`config.mk`:
```
export PLATFORM = sky130hd
export DESIGN_NAME = bp_be_dual_issue_ctrl
export DESIGN_NICKNAME = d
export VERILOG_FILES = /design/src/rtl/bp_be_dual_issue_ctrl.sv
export SDC_FILE = /design/constraint.sdc
export NUM_CORES = 1
export LEC_CHECK = 0
export CORE_MARGIN = 2
export CORE_UTILIZATION = 40
export CTS_BUF_LIST = sky130_fd_sc_hd__clkbuf_8
export DETAILED_ROUTE_END_ITERATION = 7
export HOLD_SLACK_MARGIN = 0.05
export PLACE_DENSITY = 0.81
export SLEW_MARGIN = 40
export SYNTH_ARGS = -nofsm -noshare
export SYNTH_HDL_FRONTEND = slang
export SYNTH_SLANG_ARGS = --single-unit
```
`constraint.sdc`:
```
create_clock -name clk_i -period 2.7 [get_ports clk_i]
set_input_delay 0.54 -clock clk_i [delete_from_list [all_inputs] [get_ports clk_i]]
set_output_delay 0.54 -clock clk_i [all_outputs]
set_load 0.005 [all_outputs]
```
`src/rtl/bp_be_dual_issue_ctrl.sv`:
```
// Dual-issue slot controller: pair hazard checks, shared-unit limits,
// serializing drain/solo sequencing and a saturating dual-issue counter.
module bp_be_dual_issue_ctrl #(
  parameter bit enable_dual_p = 1'b1,
  parameter int mem_ports_p   = 1,
  parameter int long_ports_p  = 1,
  parameter int cnt_width_p   = 32
) (
  input  logic                   clk_i,
  input  logic                   reset_n_i,
  input  logic                   slot0_v_i,
  input  logic                   slot0_mem_v_i,
  input  logic                   slot0_long_v_i,
  input  logic                   slot0_csr_v_i,
  input  logic                   slot0_fence_v_i,
  input  logic                   slot0_iwb_v_i,
  input  logic                   slot0_fwb_v_i,
  input  logic [4:0]             slot0_rd_addr_i,
  input  logic                   slot1_v_i,
  input  logic                   slot1_mem_v_i,
  input  logic                   slot1_long_v_i,
  input  logic                   slot1_csr_v_i,
  input  logic                   slot1_fence_v_i,
  input  logic                   slot1_irs1_v_i,
  input  logic                   slot1_irs2_v_i,
  input  logic                   slot1_frs1_v_i,
  input  logic                   slot1_frs2_v_i,
  input  logic                   slot1_frs3_v_i,
  input  logic [4:0]             slot1_rs1_addr_i,
  input  logic [4:0]             slot1_rs2_addr_i,
  input  logic [4:0]             slot1_rs3_addr_i,
  input  logic                   slot1_iwb_v_i,
  input  logic                   slot1_fwb_v_i,
  input  logic [4:0]             slot1_rd_addr_i,
  input  logic                   dispatch_ready_i,
  input  logic                   pipe_empty_i,
  input  logic                   suppress_i,
  output logic                   issue0_o,
  output logic                   issue1_o,
  output logic [1:0]             state_o,
  output logic [cnt_width_p-1:0] dual_count_o
);

  localparam logic [1:0] RUN   = 2'd0;
  localparam logic [1:0] DRAIN = 2'd1;
  localparam logic [1:0] SOLO  = 2'd2;

  logic [1:0] state_r, state_n;
  logic [cnt_width_p-1:0] cnt_r;
  logic ser0, ser1, base, issue0;
  logic rd0_nz, int_raw, fp_raw, waw;
  logic unit_clash, pair_block;

  assign ser0 = slot0_csr_v_i | slot0_fence_v_i;
  assign ser1 = slot1_csr_v_i | slot1_fence_v_i;
  assign base = slot0_v_i & dispatch_ready_i & ~suppress_i;

  assign rd0_nz = |slot0_rd_addr_i;

  assign int_raw = slot0_iwb_v_i & rd0_nz
    & ((slot1_irs1_v_i & (slot1_rs1_addr_i == slot0_rd_addr_i))
     | (slot1_irs2_v_i & (slot1_rs2_addr_i == slot0_rd_addr_i)));

  // fp x0 is a real register, so no zero exemption here
  assign fp_raw = slot0_fwb_v_i
    & ((slot1_frs1_v_i & (slot1_rs1_addr_i == slot0_rd_addr_i))
     | (slot1_frs2_v_i & (slot1_rs2_addr_i == slot0_rd_addr_i))
     | (slot1_frs3_v_i & (slot1_rs3_addr_i == slot0_rd_addr_i)));

  assign waw = (slot1_rd_addr_i == slot0_rd_addr_i)
    & ((slot0_iwb_v_i & slot1_iwb_v_i & rd0_nz)
     | (slot0_fwb_v_i & slot1_fwb_v_i));

  assign unit_clash =
      (slot0_mem_v_i & slot1_mem_v_i & (mem_ports_p == 1))
    | (slot0_long_v_i & slot1_long_v_i & (long_ports_p == 1));

  assign pair_block = int_raw | fp_raw | waw | ser1 | unit_clash;

  always_comb begin
    issue0  = 1'b0;
    state_n = state_r;
    case (state_r)
      RUN: begin
        if (!ser0) begin
          issue0 = base;
        end else if (pipe_empty_i) begin
          issue0 = base;
          if (base) state_n = SOLO;
        end else if (dispatch_ready_i) begin
          state_n = DRAIN;
        end
      end
      DRAIN: begin
        if (pipe_empty_i) begin
          issue0 = base;
          if (base) state_n = SOLO;
        end
      end
      SOLO: begin
        if (pipe_empty_i) state_n = RUN;
      end
      default: state_n = RUN;
    endcase
    // a flush abandons any pending serialization
    if (suppress_i) state_n = RUN;
  end

  assign issue0_o = issue0 & reset_n_i;
  assign issue1_o = issue0_o & (state_r == RUN) & ~ser0
                  & slot1_v_i & enable_dual_p & ~pair_block;

  always_ff @(posedge clk_i or negedge reset_n_i) begin
    if (!reset_n_i) begin
      state_r <= RUN;
      cnt_r   <= '0;
    end else begin
      state_r <= state_n;
      if (issue0_o && issue1_o && !(&cnt_r))
        cnt_r <= cnt_r + cnt_width_p'(1);
    end
  end

  assign state_o      = state_r;
  assign dual_count_o = cnt_r;

endmodule

```
# Yosys cells after proc, flatten, opt, wreduce, memory -nomap -nowiden
# Index checks and enable logic that the tools add are counted.
# classes
n_addsub,1
n_eq_ne,10
muxes,11
bitwise_logic,35
n_reduce_logical,7
# op_table
operator,n
$add 32x1->32 const B,1
$reduce_and 32->1,1
$and 1x1->1,21
$eq 5x5->1,4
$mux 2,7
$or 1x1->1,11
$ne 3x3->1 const B,3
$pmux 2 s3,1
$reduce_or 5->1,1
$ne 4x4->1 const B,1
$reduce_and 4->1,1
$not 1->1,3
$eq 2x1->1 const B,1
$eq 2x2->1 const B,1
$logic_and 1x1->1,2
$logic_not 2->1,1
$mux 1,2
$pmux 1 s2,1
$logic_not 1->1,1
# totals
reg_bits,34
in_bits,49
output_inout_bits,36
wordCells,66

# Logic depth before layout (Yosys ltp)
# depth
depth_word,13
ltp_mapped,10
depth_no_buf,8

# Worst setup path after synthesis
# Ideal clock, no wire load.
# synth_timing
path_type,input to register
from,in slot0_rd_addr_i[0]
to,"reg cnt_r[17], in the netlist dual_count_o[17]"
setup_time_ns,0.079
arrival_ns,2.185
required_time_ns,2.621
path_slack_ns,0.436
path_stages,9
n_path_buf,2
cell_sequence,buf_2 > nor3_2 > a21o_1 > a2111oi_0 > a311oi_2 > nand3_2 > buf_6 > nor4_1 > xor2_1
# synth_via
elab_chain_cells,13
elab_cells_between_ends,27
cone_classes,eq/ne: 4; bitwise: 20; reduce/logical: 3
# synth_rtl
element,line,rtl
"start, declared",18,"input logic [4:0] slot0_rd_addr_i,"
$eq 5x5->1 (on tied branches),n/a,
$and 1x1->1 (on tied branches),"66, 67",
$or 1x1->1,67,| (slot1_frs2_v_i & (slot1_rs2_addr_i == slot0_rd_addr_i))
$or 1x1->1,68,| (slot1_frs3_v_i & (slot1_rs3_addr_i == slot0_rd_addr_i)));
$and 1x1->1,66,& ((slot1_frs1_v_i & (slot1_rs1_addr_i == slot0_rd_addr_i))
$or 1x1->1,78,assign pair_block = int_raw | fp_raw | waw | ser1 | unit_clash;
$or 1x1->1 * (3 in a row),78,
$not 1->1 *,111,& slot1_v_i & enable_dual_p & ~pair_block;
$and 1x1->1 *,111,
$logic_and 1x1->1 * (2 in a row),119,if (issue0_o && issue1_o && !(&cnt_r))
"end signal, assigned",120,cnt_r <= cnt_r + cnt_width_p'(1);
"end, declared",49,logic [cnt_width_p-1:0] cnt_r;
# Every way passes the cells marked *; elsewhere a longest branch is shown, timed or not.
# A chain may end at the register's enable or synchronous reset.

# Worst setup path after layout
# layout_timing
from,in dispatch_ready_i
to,out issue0_o
# layout_via
elab_chain_cells,6
# layout_rtl
element,line,rtl
"start, declared",35,"input logic dispatch_ready_i,"
$and 1x1->1 * (2 in a row),56,assign base = slot0_v_i & dispatch_ready_i & ~suppress_i;
$mux 1,"87, 95",
$mux 1,85,if (!ser0) begin
$pmux 1 s2 *,83,case (state_r)
$and 1x1->1 *,109,assign issue0_o = issue0 & reset_n_i;
"end, declared",38,"output logic issue0_o,"
# Marked as above.

==> metrics.txt <==
crit-path max FO 2; gr usage total a little under a fifth; register area share after synthesis around two fifths; worst r2r src dual_count_o[7]$_DFFE_PN0P_; antenna viol nets, final 0; Final Critical Period 2630 ps; first-pass GRT wire length 8760 um; Core Util, Final 64.7%; layout cells sized above 1 17.2%; die extent in x 76.4 um; area delta synth->final 56.9%; synthesized cell area between 2000 and 2500 um2; Ys Warns 0; antenna violations before repair 0; Worst Skew 3.03 ps; CORE AREA 5070 um2; Slew @ Worst Pin 423 ps; Final Hold Viols 0; ys flop type dfrtp_1; input/output buffers 84; nature of the critical path startpoint input pin; Crit Path Category input pin to output port; drt drc 0; asr flop ratio synth 100%; DRT iter0 DRCs between 80 and 90; Cell variety after synth 42; fmax 381 MHz; Worst Setup SP dispatch_ready_i; Max Root-Sink Buffers 2; Power Density about 320 nW/um2; CTS Root Cell clkbuf_8; CTS buffer count 5; FF-to-FF path depth 9; R2R Path End dual_count_o[26]$_DFFE_PN0P_; Critical Path AT 2090 ps; CTS clk-pin slew, worst paths 60 ps; Die Y between 70 and 80 um; num rows 26; # setup viols final 0; unrepaired setup endpoints after global routing false; largest net degree at the start of global routing 35; Hold-fix buffers, CTS 0; drt via density 4.88; starting density of the core 41.3%; Peak VDD IR around 0.00020 V; number of diodes 0; Mean Syn Cell Area between 9 and 10 um2; vias in the first global route 1,953; Fillers 440; nets 369; via count 1,902; Worst Setup End Kind output port; Yosys reg bits 34; LEAKAGE 1.46 nW; critical path data required time 2160 ps; total gr overflow 0; r2r setup slk 350 ps; post-detail-place hpwl 3980 um; wire per inst 12.7 um; hold path cells 1; cell count after synthesis 213; htree depth 2; TritonRoute pass-1 iters 4; Syn Nets 263; status finished clean; full die area 5830 um2; relative slew slack 71.8%; CTS tree done; clk sinks 34; final wirelength 4930 um; Final Max Slew Viols 0; HP Class flip-flop to flip-flop; Placer Congestion between 0.8 and 0.9; ratio of final minimum period to clock period 97.3%; Setup crit end issue0_o; setup_tns 0 ps; worst-skew pair later-pin latency 280 ps; Max Cap Viol 0; EDFF count, synth 0; # IOs 85
per-layer routing:
layer  global-route usage (%)  vias up  share of wire (%)
li1                         -      935                  -
met2                     31.9       60                 49
met4                     4.55        0                1.3
met5                        0        -                  0
met3                     5.57        9                5.7
met1                     22.4      898                 43
worst min path at each step:
| stage | from | endpoint | slack, ps |
|---|---|---|---|
| 3_3_place_gp | dual_count_o[20]$_DFFE_PN0P_ | dual_count_o[20]$_DFFE_PN0P_ | 480 |
| 5_1_grt | dual_count_o[29]$_DFFE_PN0P_ | dual_count_o[29]$_DFFE_PN0P_ | 520 |
| 3_5_place_dp | dual_count_o[27]$_DFFE_PN0P_ | dual_count_o[27]$_DFFE_PN0P_ | 480 |
| 2_1_floorplan | reset_n_i | dual_count_o[0]$_DFFE_PN0P_ | 240 |
| 4_1_cts | dual_count_o[27]$_DFFE_PN0P_ | dual_count_o[27]$_DFFE_PN0P_ | 490 |
| 6_report | dual_count_o[27]$_DFFE_PN0P_ | dual_count_o[27]$_DFFE_PN0P_ | 490 |
critical path, cell delays in order:
cell and delay, ps:
clkdlybuf4s50_1 470, nor2b_2 150, and4b_1 240, o21ai_0 90
inv_1 90, clkdlybuf4s50_1 510
through the flow:
stage	total power, mW	setup WS (ps)	instance area, um2	hold WS, ps	cells
final	1.06	74.1	3290	489	390
after detailed placement	0.688	-495	3170	482	382
after CTS	1.07	37.8	3280	491	390
after floorplan	0.576	436	2090	244	213
after global placement	0.685	-430	3170	479	382
after global routing	1.11	5.58	3290	518	390
logic make-up after synthesis:
group	Yosys count	synth area share, %
mux	1	0.538
flops	34	40.6
compound gates	9	3.58
buf+inv	18	4.78
xor+xnor	51	21.3
simple gates	99	28.6
fa+ha+maj	1	0.597
cells in the final DEF (no fill, tap or decap), types with 2 or more instances in the layout:
cell             Yosys  routed
clkdlybuf4s50_1      0      78
dfrtp_1             34      34
xor2_1              28      26
xnor2_1             23      23
buf_4                1      22
nand2_1             18      18
nand3_1             17      17
nor2_1              13      13
nor3_1              13      13
inv_1                8       9
clkbuf_8             0       6
dlygate4sd2_1        0       5
nor4_1               4       4
and3_1               4       4
nor3_2               4       4
nand4_1              3       3
xor2_2               0       2
a22oi_1              2       2
and2_1               2       2
and4_1               2       2
or2_2                2       2
nand3_2              2       2
nor4_4               2       2
nor4b_2              2       2
buf_12               0       2
cell type report:
type	instances	area (um2)	area share [%]
Multi-Input combinational cell	161	1180	35.9
Timing Repair Buffer	109	1050	31.8
Sequential cell	34	851	25.9
Tap cell	70	87.6	2.67
Clock buffer	6	82.6	2.51
Inverter	8	30.0	0.914
Clock inverter	2	8.76	0.267
timing repair:
item | in CTS | in global routing
setup buffers | 0 | 0
endpoints found under the setup margin | 1 | 1
pin swaps | 1 | 0
resized for setup | 13 | 2
sequential cells by signal, summed over array words and instances (netlist names):
| name | count |
|---|---|
| state_o | 2 |
| dual_count_o | 32 |
power by group:
group          switching (mW)  internal (mW)  leakage (nW)
Clock                   0.176          0.202        0.0524
Sequential            0.00315          0.512         0.443
Combinational          0.0612          0.106         0.962
synth_stat cells (2+ instances only):
cell type	number	area share, %
nand3_1	17	4.1
dfrtp_1	34	41
a22oi_1	2	0.72
buf_6	3	1.6
nor4_4	2	2.0
buf_2	5	1.2
xnor2_1	23	9.6
and3_1	4	1.2
nor3_2	4	1.9
xor2_1	28	12
nand3_2	2	0.96
nor4_1	4	1.2
nor4b_2	2	1.4
nor2_1	13	2.3
nand4_1	3	0.90
and2_1	2	0.60
nand2_1	18	3.2
inv_1	8	1.4
and4_1	2	0.84
nor3_1	13	3.1
or2_2	2	0.60
nor2b_1	2	0.60
(Power assumes the default switching activity.)
